<file path="src/rtl/ones_pkg.sv">
// Shared types, widths and helpers for the ones-count frame accumulator.
//   state_t : frame FSM states
//   PC_W    : per-word popcount width (0..8 needs 4 bits)
//   DATA_W  : input word width
//   clog2   : ceiling log2, used for the derived total/word-count widths
package ones_pkg;

    localparam int unsigned DATA_W = 8;
    localparam int unsigned PC_W   = 4;

    typedef enum logic [1:0] {
        IDLE,
        ACCUM,
        HOLD
    } state_t;

    // Number of bits needed to hold values 0..v-1 (v >= 1 gives >= 0).
    function automatic int unsigned clog2(input int unsigned v);
        int unsigned r;
        int unsigned x;
        r = 0;
        x = (v > 0) ? v - 1 : 0;
        while (x > 0) begin
            r = r + 1;
            x = x >> 1;
        end
        return r;
    endfunction

endpackage

</file>
<file path="src/rtl/ones_frame_accumulator_if.sv">
// Word-in / frame-result-out handshake bundle for ones_frame_accumulator.
//   in_valid/in_ready/in_data/in_last      : upstream word stream
//   out_valid/out_ready/out_total/
//   out_words/out_peak                     : downstream frame result
// master = producer of words / consumer of results, slave = the accumulator.
interface ones_frame_accumulator_if #(
    parameter int unsigned FRAME_LEN = 16
) ();
    import ones_pkg::*;

    localparam int unsigned TOT_W = clog2(8 * FRAME_LEN + 1);
    localparam int unsigned WC_W  = clog2(FRAME_LEN + 1);

    logic              in_valid;
    logic              in_ready;
    logic [DATA_W-1:0] in_data;
    logic              in_last;

    logic              out_valid;
    logic              out_ready;
    logic [TOT_W-1:0]  out_total;
    logic [WC_W-1:0]   out_words;
    logic [PC_W-1:0]   out_peak;

    modport master (
        output in_valid,
        output in_data,
        output in_last,
        output out_ready,
        input  in_ready,
        input  out_valid,
        input  out_total,
        input  out_words,
        input  out_peak
    );

    modport slave (
        input  in_valid,
        input  in_data,
        input  in_last,
        input  out_ready,
        output in_ready,
        output out_valid,
        output out_total,
        output out_words,
        output out_peak
    );

endinterface

</file>
<file path="src/rtl/popcount8.sv">
// Combinational set-bit count of one 8-bit word.
//   data    : input word
//   count_c : number of ones, 0..8 (4 bits so 0xFF yields 8)
module popcount8
    import ones_pkg::*;
(
    input  logic [DATA_W-1:0] data,
    output logic [PC_W-1:0]   count_c
);

    always_comb begin
        count_c = '0;
        for (int unsigned i = 0; i < DATA_W; i++) begin
            count_c = count_c + PC_W'(data[i]);
        end
    end

endmodule

</file>
<file path="src/rtl/ones_frame_accumulator.sv">
// Accumulates per-word popcounts over a frame and hands the frame result on.
// A frame closes after FRAME_LEN accepted words or on an accepted in_last.
//   clk : clock, rising edge
//   rst : synchronous active-high reset, discards any open frame
//   bus : slave side of ones_frame_accumulator_if
//         (in_valid/in_ready/in_data/in_last,
//          out_valid/out_ready/out_total/out_words/out_peak)
module ones_frame_accumulator
    import ones_pkg::*;
#(
    parameter int unsigned FRAME_LEN = 16
) (
    input  logic                    clk,
    input  logic                    rst,
    ones_frame_accumulator_if.slave bus
);

    localparam int unsigned TOT_W = clog2(8 * FRAME_LEN + 1);
    localparam int unsigned WC_W  = clog2(FRAME_LEN + 1);

    state_t            state;
    logic [TOT_W-1:0]  acc;
    logic [WC_W-1:0]   words;
    logic [PC_W-1:0]   peak;
    logic              in_ready_q;
    logic              out_valid_q;

    logic [PC_W-1:0]   pc_c;
    logic              accept_c;
    logic              close_c;
    logic [TOT_W-1:0]  acc_nxt_c;
    logic [WC_W-1:0]   words_nxt_c;
    logic [PC_W-1:0]   peak_nxt_c;

    popcount8 u_popcount8 (
        .data    (bus.in_data),
        .count_c (pc_c)
    );

    // Next accumulator values; IDLE starts a fresh frame from this word.
    always_comb begin
        accept_c    = bus.in_valid && in_ready_q;
        acc_nxt_c   = acc + TOT_W'(pc_c);
        words_nxt_c = words + WC_W'(1);
        peak_nxt_c  = (pc_c > peak) ? pc_c : peak;
        if (state == IDLE) begin
            acc_nxt_c   = TOT_W'(pc_c);
            words_nxt_c = WC_W'(1);
            peak_nxt_c  = pc_c;
        end
        // in_last and the length limit may coincide; either closes one frame.
        close_c = bus.in_last || (words_nxt_c == WC_W'(FRAME_LEN));
    end

    // Frame FSM with registered handshake outputs.
    always_ff @(posedge clk) begin
        if (rst) begin
            state       <= IDLE;
            in_ready_q  <= 1'b1;
            out_valid_q <= 1'b0;
            acc         <= '0;
            words       <= '0;
            peak        <= '0;
        end else begin
            case (state)
                IDLE, ACCUM: begin
                    if (accept_c) begin
                        acc   <= acc_nxt_c;
                        words <= words_nxt_c;
                        peak  <= peak_nxt_c;
                        if (close_c) begin
                            state       <= HOLD;
                            in_ready_q  <= 1'b0;
                            out_valid_q <= 1'b1;
                        end else begin
                            state <= ACCUM;
                        end
                    end
                end
                HOLD: begin
                    // Accumulators stay put; the next frame's first word reloads them.
                    if (bus.out_ready) begin
                        state       <= IDLE;
                        in_ready_q  <= 1'b1;
                        out_valid_q <= 1'b0;
                    end
                end
                default: begin
                    state       <= IDLE;
                    in_ready_q  <= 1'b1;
                    out_valid_q <= 1'b0;
                end
            endcase
        end
    end

    assign bus.in_ready  = in_ready_q;
    assign bus.out_valid = out_valid_q;
    assign bus.out_total = acc;
    assign bus.out_words = words;
    assign bus.out_peak  = peak;

endmodule
</file>
<file path="src/flat_wrapper.sv">
// flat-port wrapper written by rule: the top's interface ports become plain ports
module ones_frame_accumulator_flat import ones_pkg::*;
#(
    parameter int unsigned FRAME_LEN = 16
)
  (clk, rst, bus_in_valid, bus_in_data, bus_in_last, bus_out_ready, bus_in_ready, bus_out_valid, bus_out_total, bus_out_words, bus_out_peak);
  ones_frame_accumulator_if #(.FRAME_LEN(FRAME_LEN)) bus_i ();
  input  logic clk;
  input  logic rst;
  input wire logic [$bits(bus_i.in_valid)-1:0] bus_in_valid;
  input wire logic [$bits(bus_i.in_data)-1:0] bus_in_data;
  input wire logic [$bits(bus_i.in_last)-1:0] bus_in_last;
  input wire logic [$bits(bus_i.out_ready)-1:0] bus_out_ready;
  output wire logic [$bits(bus_i.in_ready)-1:0] bus_in_ready;
  output wire logic [$bits(bus_i.out_valid)-1:0] bus_out_valid;
  output wire logic [$bits(bus_i.out_total)-1:0] bus_out_total;
  output wire logic [$bits(bus_i.out_words)-1:0] bus_out_words;
  output wire logic [$bits(bus_i.out_peak)-1:0] bus_out_peak;
  assign bus_i.in_valid = bus_in_valid;
  assign bus_i.in_data = bus_in_data;
  assign bus_i.in_last = bus_in_last;
  assign bus_i.out_ready = bus_out_ready;
  assign bus_in_ready = bus_i.in_ready;
  assign bus_out_valid = bus_i.out_valid;
  assign bus_out_total = bus_i.out_total;
  assign bus_out_words = bus_i.out_words;
  assign bus_out_peak = bus_i.out_peak;
  ones_frame_accumulator #(.FRAME_LEN(FRAME_LEN)) u_core (.clk(clk), .rst(rst), .bus(bus_i));
endmodule
</file>
<file path="config.mk">
export PLATFORM = sky130hd
export DESIGN_NAME = ones_frame_accumulator_flat
export DESIGN_NICKNAME = d
export VERILOG_FILES = /design/src/rtl/ones_pkg.sv /design/src/rtl/ones_frame_accumulator_if.sv /design/src/rtl/popcount8.sv /design/src/rtl/ones_frame_accumulator.sv /design/src/flat_wrapper.sv
export SDC_FILE = /design/constraint.sdc
export NUM_CORES = 1
export LEC_CHECK = 0
export CAP_MARGIN = 20
export CORE_MARGIN = 5
export CORE_UTILIZATION = 54
export CTS_BUF_LIST = sky130_fd_sc_hd__clkbuf_16
export DETAILED_ROUTE_END_ITERATION = 7
export PLACE_DENSITY_LB_ADDON = 0.12
export SYNTH_ARGS = -nofsm -noshare
export SYNTH_HDL_FRONTEND = slang
export SYNTH_SLANG_ARGS = --single-unit
</file>
<file path="constraint.sdc">
create_clock -name clk -period 7.9 [get_ports clk]
set_input_delay 1.58 -clock clk [delete_from_list [all_inputs] [get_ports clk]]
set_output_delay 1.58 -clock clk [all_outputs]
set_load 0.03 [all_outputs]
</file>
=== Word level (Yosys, flattened, before mapping) ===
Cells that the tools add are included.

* Div/mod/pow operators: 0
* Bitwise gates (word level): 0
* $lt $le $gt $ge: 1
* Multiply operators: 0
* Equal/unequal tests: 6
* Muxes and demuxes: 16
* Shift operators: 0
* Add/subtract/negate cells: 9
* Reductions and logical operators: 9

{| class="wikitable"
|+ Operators by type and width
! kind !! count
|-
| $add A4 B1 Y4 || 4
|-
| $add A8 B4 Y8 || 1
|-
| $mux W4 || 2
|-
| $mux W8 || 1
|-
| $mux W1 || 6
|-
| $mux W2 || 3
|-
| $reduce_and A3 Y1 || 2
|-
| $add A5 B1 Y5 const B || 1
|-
| $eq A5 B5 Y1 const B || 1
|-
| $mux W5 || 1
|-
| $add A3 B1 Y4 || 1
|-
| $gt A4 B4 Y1 || 1
|-
| $ne A2 B1 Y1 const B || 2
|-
| $pmux W1 S2 || 2
|-
| $pmux W2 S2 || 1
|-
| $reduce_and A2 Y1 || 2
|-
| $add A2 B1 Y3 || 1
|-
| $add A1 B1 Y2 || 1
|-
| $eq A2 B1 Y1 const B || 1
|-
| $eq A2 B2 Y1 const B || 1
|-
| $logic_not A2 Y1 || 1
|-
| $ne A2 B2 Y1 const B || 1
|-
| $reduce_bool A2 Y1 || 1
|-
| $reduce_or A2 Y1 || 1
|-
| 2 further kinds || 2
|}

* Latch bits: 0
* Output and inout port bits: 19
* ROM bits: 0
* Input bits: 13
* Memories: 0
* RAM bits: 0
* Logic and storage cells: 47
* Register bits after elaboration: 21

=== Logic depth before layout (Yosys ltp) ===
* Word-level depth: 10
* Mapped depth: 14
* Depth with buffers taken out: 14

=== Cells and area by module ===
Synthesis repeated with hierarchy kept, for this count alone.

* Cell total of the unflattened synthesis: 171
* Area total of the unflattened synthesis: 1462.7 um^2

{| class="wikitable"
|+ By module, submodules not included
! module !! area an instance (um^2) !! times used !! sequential area each (um^2) !! cells each
|-
| ones_frame_accumulator || 1272.5 || 1 || 420.4 || 147
|-
| popcount8 || 190.2 || 1 || 0.0 || 24
|}

=== Least setup slack after synthesis ===
No wires, ideal clock.

* Path kind: input port to flip-flop
* From: input bus_in_data[0]
* To: register u_core.peak[0], in the netlist u_core.bus.out_peak[0]
* Arrival time: 4986 ps
* Required time: 7794 ps
* Setup time: 106 ps
* Stages on the path: 14
* Setup slack: 2808 ps
* Path buffers: 0
* Cells stage by stage: fa_1 inv_1 fa_1 fa_1 inv_1 ha_1 fa_1 xnor2_1 inv_1 ha_1 a211oi_1 and2_1 nor2_1 o311ai_0

* Longest elaborated chain between the ends: 10
* Elaborated cells on any way between the ends: 12
* Those cells by class: 7 x add/sub; 1 x order compare; 2 x mux; 2 x reduce/logical

{| class="wikitable"
|+ RTL lines
! element !! line !! source
|-
| from (decl) || flat_wrapper.sv:11 || <nowiki>input wire logic [$bits(bus_i.in_data)-1:0] bus_in_data;</nowiki>
|-
| $add A1 B1 Y2 || popcount8.sv:14 || <nowiki>count_c = count_c + PC_W'(data[i]);</nowiki>
|-
| $add A2 B1 Y3 || popcount8.sv:14 ||
|-
| $add A3 B1 Y4 || popcount8.sv:14 ||
|-
| $add A4 B1 Y4 (4 in a row) || popcount8.sv:14 ||
|-
| net u_core.pc_c[2] || ones_frame_accumulator.sv:28 || <nowiki>logic [PC_W-1:0] pc_c;</nowiki>
|-
| $gt A4 B4 Y1 || ones_frame_accumulator.sv:45 || <nowiki>peak_nxt_c = (pc_c > peak) ? pc_c : peak;</nowiki>
|-
| $reduce_bool A2 Y1 (no line) || -- ||
|-
| $reduce_and A3 Y1 (no line) || -- ||
|-
| to (signal assigned) || ones_frame_accumulator.sv:70 || <nowiki>peak <= peak_nxt_c;</nowiki>
|-
| to (decl) || ones_frame_accumulator.sv:24 || <nowiki>logic [PC_W-1:0] peak;</nowiki>
|}

The timed path passes the listed nets, and every way through them passes these cells. The select of a mux whose other input is x is not followed.
A chain may end at the register's enable or synchronous reset.

=== Worst setup path in the final report ===
Same ends and word-level chain as after synthesis.

==> flow_summary.toml <==
[clock_tree]
hold_buffers = 0
cts_sinks = 21
cts_resized = 0
cts_setup_buffers = 0
htreeDepth = 1
clock_path_buffers = 2
path_clk_slew_ns = 0.06
worstSkewPairLatency_ns = 0.25
cts_tree = "built"
cts_buffers = 3
clock-root-buffer = "clkbuf_16"

[min_path]
hold_path.class = "reg -> reg"
holdPathStages = 2
hp-start = "u_core.bus.out_valid$_SDFFE_PP0P_"

[global_route]
grt_pass1_wl_um = 6100
grtUsageTotal = 0.184
antenna_found_initial = 0
grt_max_degree = 24
grt_pass1_vias = 1414
grt_overflow = 0

[route]
routed_via_density = 6.14
ant_nets = 0
drc = 0
routed_wl_um = 3460
vias = 1448
wl_per_cell_um = 14.7
drt-initial-drc-count = 51
first_pass_iters = 4

[timing]
hold_viol = 0
final-max-slew-violation-count = 0
rsz0062_at_grt = "false"
slew_headroom = 0.458
skew_ns = 0.000857
tns_ns = 0
min_period_ns = 5.61
timing.final.crit_share = 0.710
setup_viol = 0
max_freq_mhz = 178
tightestPinTransition_ns = 0.811

[floorplanning]
initial_core_util = 0.548
die_x_um = 62.2
fp-row-count = 19
core-area_mm2 = 0.00269
die_y_um = 62.2
io_pins = 32
die_area_mm2 = 0.00387

[finish]
drive_gt1_frac = 0.0390
diodes = 0
regArea_um2 = 420
multi_input_area_um2 = 952
fin_cells = 236
fin_nets = 236
nFillCells = 233
fin_area_mm2 = 0.00185
area_delta_synth_final_pct = 25.8

[placement]
hpwlAfterDp_um = 2550
gp_congestion = 0.816
place_inst = 232
port_buffers = 31
postPlaceCellArea_mm2 = 0.00177

[logic_synthesis]
synth_top_area_cell = "dfxtp_1"
netlist.area_leader.share = 0.285
syn-num-nets = 208
ys_warn_count = 0
synthTopCellsByArea = "dfxtp_1, ha_1, fa_1"
avgSynthCellArea_um2 = 8.27
postSynthCellCount = 178
async_flop_share = 0
synth_enable_flop_cells = 0
syn-cell-area_mm2 = 0.00147
synthFlopType = "dfxtp_1"
ys_seq_area_frac = 0.285
ys_types = 48
synth-seq-cells = 21

[power]
internal_power_mw = 0.276
comb_power_share = 0.475
p_sw_frac = 0.395
ir_worst_vdd_uv = 215
p_seq_frac = 0.294
p_clk_frac = 0.230
power.leakage_nw = 0.727
power_density_mw_per_mm2 = 246
p_switching_mw = 0.180

[flow_run]
maxCapViolCount = 0

[worst_setup_path]
critical_path_class = "in -> reg"
r2r_setup_slack_ns = 5.92
r2r-end = "u_core.bus.in_ready$_SDFFE_PP1P_"
endpoint = "u_core.bus.out_peak[0]$_SDFFE_PP0P_"
end_kind = "flop"
worst_ep_required_time_ns = 8.03
critPathLaunchType = "input port"
cp-startpoint = "bus_in_data[0]"
r2r-start = "u_core.state[1]$_SDFFE_PP0P_"
arrival_ns = 5.75
critPathMaxFanout = 4
reg2reg_depth = 4

[status]
status = "finished clean"
-- critical path, cell delays in order --
cell	delay, ns
clkdlybuf4s50_1	0.43
fa_1	0.54
inv_1	0.05
fa_1	0.45
fa_1	0.49
inv_1	0.04
ha_1	0.20
fa_1	0.39
xnor2_1	0.23
inv_1	0.10
ha_1	0.34
a211oi_1	0.32
and2_1	0.20
nor2_1	0.07
o311ai_0	0.33
-- cell usage after synthesis (4+ instances only) --
| cell type | count |
|---|---|
| nand3_1 | 9 |
| o21ai_0 | 8 |
| or3_1 | 5 |
| nor2_1 | 11 |
| dfxtp_1 | 21 |
| inv_1 | 14 |
| fa_1 | 5 |
| a21oi_1 | 15 |
| nand4_1 | 4 |
| nand2_1 | 17 |
| ha_1 | 12 |
-- kinds of logic (layout without fill, tap and decap cells) --
logic type | count (synthesis) | after routing | share of synthesized area
muxes | 2 | 2 | 0.0144
adders and majority gates | 17 | 17 | 0.170
buffers and inverters | 22 | 49 | 0.0680
AOI/OAI and AO/OA | 48 | 48 | 0.214
DFF | 21 | 21 | 0.285
and+or+nand+nor | 65 | 65 | 0.230
xor gates and xnor gates | 3 | 3 | 0.0178
-- layer usage --
layer	track usage	routed length, um	share of wire
met1	0.220	1560	0.45
met4	0.0650	43	0.012
met5	0	0	0
met3	0.0360	183	0.053
met2	0.321	1680	0.48
-- cells in the final DEF, fill, tap and decap left out, drive strengths merged, types with 2 or more instances in the layout --
| cell | netlist | layout |
|---|---|---|
| clkdlybuf4s50 | 0 | 31 |
| dfxtp | 21 | 21 |
| nand2 | 18 | 18 |
| a21oi | 15 | 15 |
| inv | 14 | 15 |
| ha | 12 | 12 |
| nor2 | 11 | 11 |
| nand3 | 9 | 9 |
| o21ai | 8 | 8 |
| or3 | 5 | 5 |
| fa | 5 | 5 |
| nand4 | 4 | 4 |
| nand3b | 3 | 3 |
| nor3 | 3 | 3 |
| a31oi | 3 | 3 |
| o311ai | 3 | 3 |
| o21a | 3 | 3 |
| clkbuf | 3 | 3 |
| nor2b | 2 | 2 |
| xnor2 | 2 | 2 |
| a211oi | 2 | 2 |
| and3 | 2 | 2 |
| o21bai | 2 | 2 |
| o221ai | 2 | 2 |
-- stage by stage --
stage | setup WS [ns] | total power, mW | utilization | hold WS [ns]
2_1_floorplan | 2.81 | 0.288 | - | 0.559
3_3_place_gp | 2.21 | 0.342 | 0.660 | 0.456
3_5_place_dp | 2.05 | 0.350 | 0.660 | 0.463
4_1_cts | 2.31 | 0.456 | 0.690 | 0.477
5_1_grt | 1.92 | 0.491 | 0.690 | 0.501
6_report | 2.29 | 0.456 | 0.690 | 0.470
-- final cells by class --
type                    count  share of cell area
repair buffers             31               0.167
flip-flops and latches     21               0.227
clock inverters             1             0.00203
well taps                  31              0.0209
clock buffers               3              0.0405
multi-input cells         135               0.514
inverters                  14              0.0284
-- sequential cells by signal (all words and copies together), names as in the netlist --
register,flops
u_core.bus.out_words,5
u_core.state,2
u_core.bus.out_total,8
u_core.bus.out_peak,4
u_core.bus.in_ready,1
u_core.bus.out_valid,1
-- worst min path at each step --
stage / to / slack (ns)
after floorplan: u_core.state[1]$_SDFFE_PP0P_ / 0.56
after global placement: u_core.bus.out_valid$_SDFFE_PP0P_ / 0.46
after detailed placement: u_core.bus.out_valid$_SDFFE_PP0P_ / 0.46
after CTS: u_core.bus.out_valid$_SDFFE_PP0P_ / 0.48
after global routing: u_core.bus.out_valid$_SDFFE_PP0P_ / 0.50
final: u_core.bus.out_valid$_SDFFE_PP0P_ / 0.47
-- power by group through the flow --
| stage | logic [mW] | clock network (mW) | registers (mW) |
|---|---|---|---|
| 2_1_floorplan | 0.133 | 0 | 0.154 |
| 3_3_place_gp | 0.206 | 0 | 0.136 |
| 3_5_place_dp | 0.214 | 0 | 0.136 |
| 4_1_cts | 0.215 | 0.107 | 0.134 |
| 5_1_grt | 0.240 | 0.113 | 0.137 |
| 6_report | 0.217 | 0.105 | 0.134 |
No activity file was read; power rests on OpenSTA's default activity.
